### src/rtl/clk_div_prog_pkg.sv
// Shared constants for the programmable clock divider: counter width and the
// divisor/duty pair loaded at reset (also used by the buzzer tone table).
package clk_div_prog_pkg;
  localparam int unsigned CDP_WIDTH        = 16;
  localparam int unsigned CDP_DEFAULT_DIV  = 2;
  localparam int unsigned CDP_DEFAULT_DUTY = 1;
endpackage

### src/rtl/clk_div_prog.sv
// Runtime-programmable clock divider. Outputs a registered divided clock
// (high for min(duty,div) cycles of each div-cycle period) and a one-cycle
// tick on each period wrap. Divisor/duty are double-buffered: a load lands in
// a shadow register and is applied only at a wrap or while stopped, so a
// period is never cut short or stretched mid-flight.
module clk_div_prog
  import clk_div_prog_pkg::*;
#(
  parameter int unsigned WIDTH        = CDP_WIDTH,
  parameter int unsigned DEFAULT_DIV  = CDP_DEFAULT_DIV,
  parameter int unsigned DEFAULT_DUTY = CDP_DEFAULT_DUTY
) (
  input  logic             clk,
  input  logic             rst,
  input  logic             en,
  input  logic             div_load,
  input  logic [WIDTH-1:0] div_in,
  input  logic [WIDTH-1:0] duty_in,
  output logic             busy,
  output logic             clk_out,
  output logic             tick
);

  localparam logic [WIDTH-1:0] RST_DIV  = WIDTH'(DEFAULT_DIV);
  localparam logic [WIDTH-1:0] RST_DUTY = WIDTH'(DEFAULT_DUTY);

  logic [WIDTH-1:0] cnt;
  logic [WIDTH-1:0] div_act, duty_act;
  logic [WIDTH-1:0] div_shd, duty_shd;
  logic [WIDTH-1:0] div_m1;
  logic             stopped, wrap, apply;

  // Period-boundary decode; div_act-1 only matters when div_act is nonzero,
  // because a zero divisor forces the stopped path.
  always_comb begin
    stopped = !en || (div_act == '0);
    div_m1  = div_act - WIDTH'(1);
    wrap    = !stopped && (cnt == div_m1);
    apply   = stopped || wrap;
  end

  // Shadow/active register pair with the busy flag. A load coinciding with
  // an apply edge bypasses the shadow and goes straight to active.
  always_ff @(posedge clk) begin
    if (rst) begin
      div_act  <= RST_DIV;
      duty_act <= RST_DUTY;
      div_shd  <= RST_DIV;
      duty_shd <= RST_DUTY;
      busy     <= 1'b0;
    end else if (apply) begin
      busy <= 1'b0;
      if (div_load) begin
        div_act  <= div_in;
        duty_act <= duty_in;
        div_shd  <= div_in;
        duty_shd <= duty_in;
      end else begin
        div_act  <= div_shd;
        duty_act <= duty_shd;
      end
    end else if (div_load) begin
      div_shd  <= div_in;
      duty_shd <= duty_in;
      busy     <= 1'b1;
    end
  end

  // Period counter and registered outputs; the duty compare uses the
  // pre-edge count so clk_out is high for cnt = 0 .. duty_act-1.
  always_ff @(posedge clk) begin
    if (rst || stopped) begin
      cnt     <= '0;
      clk_out <= 1'b0;
      tick    <= 1'b0;
    end else begin
      clk_out <= (cnt < duty_act);
      tick    <= wrap;
      cnt     <= wrap ? '0 : cnt + WIDTH'(1);
    end
  end

endmodule

### config.mk
export PLATFORM = sky130hd
export DESIGN_NAME = clk_div_prog
export DESIGN_NICKNAME = d
export VERILOG_FILES = /design/src/rtl/clk_div_prog_pkg.sv /design/src/rtl/clk_div_prog.sv
export SDC_FILE = /design/constraint.sdc
export NUM_CORES = 1
export LEC_CHECK = 0
export ABC_AREA = 1
export CAP_MARGIN = 20
export CORE_MARGIN = 5
export CORE_UTILIZATION = 33
export CTS_CLUSTER_SIZE = 8
export DETAILED_ROUTE_END_ITERATION = 12
export PLACE_DENSITY = 0.49
export SYNTH_ARGS = -nofsm -noshare
export SYNTH_HDL_FRONTEND = slang
export SYNTH_SLANG_ARGS = --single-unit
### constraint.sdc
create_clock -name clk -period 2.2 [get_ports clk]
set_input_delay 0.44 -clock clk [delete_from_list [all_inputs] [get_ports clk]]
set_output_delay 0.44 -clock clk [all_outputs]
set_load 0.03 [all_outputs]
### After elaboration in Yosys (flattened, before gate mapping)

Index checks and enable logic that the tools add are counted.

| cells by class | value |
|---|---|
| $add $sub $neg | 2 |
| $lt $le $gt $ge | 1 |
| equal/unequal tests | 1 |
| muxes and demuxes | 2 |
| reduce and logical (&&, ||, !) cells | 9 |

Operator list:

| cell | count |
|---|---|
| $mux 16 | 2 |
| $add 16x1->16 const B | 1 |
| $eq 16x16->1 | 1 |
| $logic_not 16->1 | 1 |
| $lt 16x16->1 | 1 |
| $sub 16x1->16 const B | 1 |
| $reduce_or 2->1 | 2 |
| $logic_or 1x1->1 | 3 |
| $logic_not 1->1 | 2 |
| $logic_and 1x1->1 | 1 |

| storage, ports and cells | value |
|---|---|
| register bits | 83 |
| logic and storage cells | 23 |

### Logic depth before layout (Yosys ltp)

Gate-level depths: netlist (run 1).

| logic depth | value |
|---|---|
| depth after elaboration | 6 |
| gate-level depth with buffers | 20 |

### Least setup slack after synthesis (run 1)

OpenSTA, ideal clock, no wires.

| timing path | value |
|---|---|
| path kind | register to register |
| start | reg div_act[0] |
| end | reg div_act[10] |
| library setup time | 0.109 ns |
| arrival | 1.813 ns |
| required time | 2.091 ns |
| setup slack | 0.277 ns |
| cell stages (with the launch flop) | 17 |
| cell sequence | dfxtp_1 inv_2 ha_1 xor2_1 nand2_1 a21oi_1 nand3_1 nor2_1 nand2_1 nor2_2 nand2_2 nand2_2 buf_6 buf_6 nand2_1 nand2_1 inv_1 |

| on the way | value |
|---|---|
| word-level cells in the longest chain between the ends | 5 |

Ends and longest elaborated chain:

| element | line | RTL |
|---|---|---|
| start, declared | clk_div_prog.sv:28 | `logic [WIDTH-1:0] div_act, duty_act;` |
| start signal, assigned | clk_div_prog.sv:54 | `div_act <= div_in;` |
| start signal, assigned | clk_div_prog.sv:59 | `div_act <= div_shd;` |
| parallel branches: the longest is 4 deep, another holds $sub 16x1->16 | -- |  |
| $logic_or 1x1->1 * | clk_div_prog.sv:39 | `apply = stopped \|\| wrap;` |

Every way passes the cells marked *.
A chain may end at the register's enable or synchronous reset.

### Worst setup path in the final report (run 1)

| timing path | value |
|---|---|
| start | reg div_act[5] |
| end | reg div_act[11] |

Same word-level chain as after synthesis.

==> flow_summary_export.csv, run 1 <==
group,metric,value,unit
min_path,timing.hold.worst.start,"duty_shd[0]",
cells_and_area,drive_gt1_share,8.53,%
sta,timing.final.crit_share,92.6,%
drt,drt-initial-drc-count,164,
sta,slew-limit-headroom,64.8,%
pwr,clock_power_share,40.7,%
floorplanning,die_height,124,um
global_routing,grtUsageTotal,14.6,%
yosys,ys_seq_area_share,38.9,%
yosys,netlist_top_cells_area,"dfxtp_1 (39%), nand2_1 (23%), inv_1 (11%)",
clocking,tritoncts,"yes",
critical_path,timing.rr.start,"div_act[5]",
clocking,clk_pin_slew,60,ps
cells_and_area,final_design_area_no_fill,0.00542,mm^2
clocking,clkSinkCount,83,
sta,fmax,0.491,GHz
pwr,p_total,3.81,mW
sta,setup_repair_after_global_routing_missed_its_margin,"yes",
critical_path,worstSetupEndpointType,"register",
yosys,synth_top_cell_area_share,38.9,%
floorplanning,row_count,41,
yosys,synthesis.area,0.00427,mm^2
global_routing,first_global_vias,3750,
yosys,synth_warnings,0,
placement,routabilityCongestion,0.851,
global_routing,grt_antenna_before_repair,0,
drt,average_wire_per_cell_in_the_routed_design,12.3,um
yosys,synth.net_count,717,
yosys,synth_cells,664,
placement,port_buffers,38,
drt,drt_drc_violations_left,0,
drt,wl,10900,um
yosys,number_of_different_library_cells_in_the_post_synthesis_netlist,25,
sta,worst-slew-pin-transition,525,ps
cells_and_area,finalNetCount,765,
sta,finalHoldWorstSlack,470,ps
floorplanning,floorplan.die_area,0.0153,mm^2
pwr,power_frac_seq,43.3,%
yosys,yosysTopAreaCell,"dfxtp_1",
critical_path,cp_data_arrival_time,2270,ps
global_routing,maximum_number_of_pins_on_one_net_before_global_route_repair,35,
critical_path,setup.worst_path.start_class,"register",
pwr,net-switching-power,0.967,mW
pwr,power.ir.vdd_worst,380,uV
clocking,cts_max_level,3,
critical_path,startpoint,"div_act[5]",
floorplanning,floorplan.die.width,124,um
drt,vias,3878,
sta,fin_setup_tns,0,ps
min_path,worstHoldPathType,"reg2reg",
critical_path,slack_of_the_worst_reg_to_reg_path,160,ps
drt,via_per_inst,4.37,
pwr,swShare,25.4,%
critical_path,critical_path_peak_fanout,8,
critical_path,critical_path.endpoint,"div_act[11]",
cells_and_area,antenna-diode-count,0,
critical_path,worstPathRequired,2440,ps
flow_run,drv.max_cap_violation_count,0,
clocking,insertion_delay,330,ps
pwr,p_comb_share,16.0,%
global_routing,overflow,0,
placement,detailedPlacementHpwl,7600,um
clocking,root_buffer,"clkbuf_16",
floorplanning,floorplan.initialDensity,33.7,%
placement,place_worst_setup_slack,54.5,ps
sta,timing.final.max_slew_violations,0,
sta,fin_worst_skew,5.92,ps
critical_path,endpoint_of_the_worst_slack_reg_to_reg_timing_path,"div_act[11]",
yosys,post_synth.cell_area_avg,6.44,um^2
clocking,max-clock-path-buffers,2,
critical_path,worst-r2r-cell-count,14,
pwr,power_report.internal_total,2.84,mW
yosys,synth-seq-cells,83,
status,status,"completed",
pwr,leakage,3.03,nW
clocking,cts_buffers,9,
pwr,power-per-cell-area,703,mW/mm^2
sta,hold_viol_final,0,
sta,fin_ws,163,ps
drt,drt_pass1_iterations,4,
sta,setup_viol,0,
floorplanning,standard_cell_core_area,0.0127,mm^2
drt,drt.antenna.violating_nets,0,
global_routing,grt_first_pass_wirelength,17600,um
critical_path,timing_worst_setup_path_type,"reg2reg",
cells_and_area,area_growth,26.8,%
placement,detailed_place.area,0.00489,mm^2
sta,period_minus_slack,2040,ps
floorplanning,io_pins,39,
## synth_stat cells
master    instances
nand2_1         262
inv_1           124
dfxtp_1          83
nand3_1          55
nor2_1           39
ha_1             17
a21oi_1          12
clkbuf_1         10
xor2_1           10
nor3_1            9
xnor2_1           7
buf_2             5
o21ai_0           5
nand4_1           4
buf_1             3
buf_6             3
nand2_2           3
nand3b_1          3
nor2_4            2
nor3_2            2
o21ai_1           2
a21o_1            1
inv_2             1
nor2_2            1
nor4_1            1
## state kept, by name, summed over array words and instances, names as in the netlist
name / count
busy: 1
div_shd: 16
duty_act: 16
cnt: 16
clk_out: 1
div_act: 16
tick: 1
duty_shd: 16
## kinds of logic (layout without fill, tap and decap cells)
group | count (synthesis) | in the layout | synth area share [%]
AO/OA/AOI/OAI | 20 | 20 | 2.40
XOR/XNOR | 17 | 17 | 3.48
adder cells (fa/ha/maj) | 17 | 17 | 4.98
buffers and inverters | 146 | 197 | 13.5
flip-flops | 83 | 83 | 38.9
AND/OR/NAND/NOR | 381 | 381 | 36.8
## cells in the final DEF, fill, tap and decap left out, types with 6 or more instances in the layout
cell type and count:
inv_1 123, a21oi_1 11, xor2_1 10, buf_4 10, dfxtp_2 6, clkbuf_16 13, clkdlybuf4s50_1 38, nor2_1 33
nand2_1 258, dfxtp_1 77, nor2_2 7, nor3_1 8, nand3_1 55, xnor2_1 7, ha_1 16
## stage by stage
step / util, % / instances
finish: 42.8 / 887
global route: 42.8 / 887
CTS: 40.9 / 877
detailed placement: 38.6 / 863
global placement: 38.6 / 863
floorplan: - / 664
## final cells by class
cell class	instances	area, um^2
Clock inverter	3	65.1
Clock buffer	11	233
Timing Repair Buffer	58	667
Inverter	125	472
Multi-Input combinational cell	435	2100
Tap cell	172	215
Fill cell	1387	7250
Sequential cell	83	1670
## worst min path at each step
stage	to	cells after the start
2_1_floorplan	div_shd[1]	2
3_3_place_gp	duty_shd[0]	2
5_1_grt	duty_shd[0]	2
3_5_place_dp	duty_shd[0]	2
6_report	duty_shd[0]	2
4_1_cts	duty_shd[0]	2
## metal layers
metal	routed length [um]	GRT usage (%)	share of wire [%]
met5	0	0	0
met4	141	3.60	1.3
met3	266	3.45	2.4
met2	4930	23.2	45
met1	5570	19.9	51
## what timing repair did
action / 4_1_cts / 5_1_grt
gates resized for setup: 0 / 29
setup buffers: 0 / 5
hold buffers: 0 / 0
setup endpoints to repair: 0 / 39
## power by group through the flow
stage / Clock [mW] / Sequential [mW] / Combinational [mW]
CTS: 1.59 / 1.64 / 0.555
global placement: 0 / 1.68 / 0.545
detailed placement: 0 / 1.68 / 0.552
floorplan: 0 / 1.67 / 0.381
global route: 1.66 / 1.66 / 0.703
finish: 1.55 / 1.65 / 0.608
## worst max-delay path: stages (launching register included)
cell and delay, ps:
dfxtp_2 360, nor2_2 150, nand2_2 90, nor2_4 180
buf_4 140, nand3b_1 70, nand2_1 70, nand4_1 110
nor2_1 200, nand2_4 130, nand2_8 130, clkbuf_16 170
nand2_1 60, nand2_1 50, inv_1 30
(Power assumes the default switching activity.)
==> run 2, diff against run 1 <==
- SLEW_MARGIN: not set -> 10
==> results of run 2 <==
Final layout, timing and power as in run 1 (identical DEF).
==> run 3, diff against run 2 <==
- clock period: 2.2 -> 2.35 ns (I/O delays scaled with it)
==> flow_summary_export.csv, run 3 (synthesis gave the netlist of run 1 again) <==
group,metric,value,unit
global_routing,maximum_number_of_pins_on_one_net_before_global_route_repair,33,
sta,period_minus_slack,2110,ps
clocking,cts_setup_buffers,0,
critical_path,endpoint_of_the_worst_slack_reg_to_reg_timing_path,"div_act[11]",
flow_run,drv.max_cap_violation_count,0,
sta,fin_setup_tns,0,ps
sta,worst-slew-pin-transition,357,ps
critical_path,cp_data_arrival_time,2360,ps
pwr,swShare,26.4,%
sta,setup_viol,0,
min_path,worstHoldPathType,"reg2reg",
drt,drt_pass1_iterations,4,
placement,place.detailed.instances,865,
critical_path,critical_path.endpoint,"div_act[11]",
floorplanning,floorplan.initialDensity,33.7,%
critical_path,timing_worst_setup_path_type,"reg2reg",
critical_path,setup.worst_path.start_class,"register",
cells_and_area,mostFrequentLayoutCells,"nand2_1 (262), inv_1 (124), dfxtp_1 (83), nand3_1 (55), nor2_1 (39)",
cells_and_area,area_growth,20.2,%
placement,detailed_place.area,0.00486,mm^2
sta,fmax,0.474,GHz
sta,timing.final.max_slew_violations,0,
critical_path,worstPathRequired,2600,ps
pwr,power.ir.vdd_worst,305,uV
floorplanning,standard_cell_core_area,0.0127,mm^2
critical_path,slack_of_the_worst_reg_to_reg_path,240,ps
cells_and_area,finish.utilization,40.6,%
placement,port_buffers,38,
global_routing,grtUsageTotal,14.5,%
floorplanning,die_height,124,um
pwr,clock_power_share,39.2,%
critical_path,timing.rr.start,"div_act[0]",
critical_path,startpoint,"div_act[0]",
cells_and_area,antenna-diode-count,0,
drt,vias,3814,
sta,fin_worst_skew,6.10,ps
drt,via_per_inst,4.33,
clocking,tritoncts,"yes",
pwr,p_comb_share,15.1,%
cells_and_area,finalNetCount,757,
sta,timing.final.crit_share,89.8,%
drt,wl,10000,um
min_path,whs_path_depth,2,
drt,drt_drc_violations_left,0,
critical_path,worstSetupEndpointType,"register",
cells_and_area,nFillCells,1371,
sta,slew-limit-headroom,76.2,%
clocking,insertion_delay,340,ps
floorplanning,floorplan.die.width,124,um
status,status,"completed",
pwr,leakage,2.91,nW
global_routing,overflow,0,
sta,hold_viol_final,0,
clocking,clk_pin_slew,60,ps
sta,setup_repair_after_global_routing_missed_its_margin,"no",
floorplanning,row_count,41,
global_routing,grt_antenna_before_repair,0,
critical_path,critical_path_peak_fanout,31,
placement,place_worst_setup_slack,212,ps
pwr,power_report.internal_total,2.47,mW
pwr,net-switching-power,0.888,mW
global_routing,grt_first_pass_wirelength,17300,um
drt,drt.antenna.violating_nets,0,
drt,average_wire_per_cell_in_the_routed_design,11.4,um
cells_and_area,drive_gt1_share,4.80,%
placement,routabilityCongestion,0.850,
clocking,cts_buffers,9,
clocking,cts_max_level,3,
global_routing,first_global_vias,3643,
clocking,root_buffer,"clkbuf_16",
pwr,power-per-cell-area,654,mW/mm^2
clocking,clkSinkCount,83,
floorplanning,floorplan.die_area,0.0153,mm^2
drt,drt-initial-drc-count,159,
cells_and_area,layout_commonest_cell,"nand2_1",
sta,fin_ws,241,ps
pwr,power_frac_seq,45.7,%
clocking,max-clock-path-buffers,2,
cells_and_area,post_layout_nonfiller_instances,881,
critical_path,worst-r2r-cell-count,15,
floorplanning,io_pins,39,
cells_and_area,final_design_area_no_fill,0.00514,mm^2
placement,detailedPlacementHpwl,7570,um
==> run 3: area by class of cell <==
class                   count  area [um^2]  area share [%]
clock buffers              14          264            5.14
clock inverters             2         10.0           0.195
inverters                 125          469            9.13
multi-input cells         435         2040            39.6
flip-flops and latches     83         1660            32.3
well taps                 172          215            4.19
repair buffers             50          483            9.40
==> run 3: stage by stage <==
step                hold WS [ps]  total power, mW
global route                 487             3.57
finish                       457             3.36
floorplan                    427             1.92
global placement             443             2.07
detailed placement           447             2.08
CTS                          462             3.42
==> run 3: what timing repair did <==
action	in CTS	in global routing
setup endpoints to repair	0	14
endpoints found under the hold margin	0	0
resized for setup	0	1
hold buffers	0	0
==> run 3: worst min-delay path by stage <==
stage	startpoint	endpoint	slack (ps)
detailed placement	duty_shd[0]	duty_shd[0]	450
floorplan	div_shd[1]	div_shd[1]	430
global route	duty_shd[0]	duty_shd[0]	490
CTS	duty_shd[0]	duty_shd[0]	460
finish	div_shd[1]	div_shd[1]	460
global placement	div_shd[1]	div_shd[1]	440
==> run 3: metal layers <==
metal  wire (um)  vias to the layer above  track usage [%]
li1            -                     2068                -
met1        5080                     1671             19.5
met2        4330                       59             22.2
met3         369                       16             2.72
met4         233                        0             6.92
met5           0                        -                0
==> run 3: worst max-delay path: stages (launching register included) <==
cell	delay, ps
dfxtp_1	320
inv_2	90
ha_1	200
nand2_1	140
nor2_4	190
xor2_1	170
nand2_1	70
nor2_1	90
nand2_1	70
nor2_2	110
nand2_2	70
nand2_2	110
buf_12	190
nand2_1	80
nand2_1	70
inv_1	30
==> run 3: power by group through the flow <==
stage | clock, mW | combinational [mW] | sequential (mW)
final | 1.32 | 0.506 | 1.54
after global routing | 1.42 | 0.595 | 1.55
after CTS | 1.36 | 0.514 | 1.54
after detailed placement | 0 | 0.512 | 1.57
after global placement | 0 | 0.505 | 1.57
after floorplan | 0 | 0.356 | 1.56
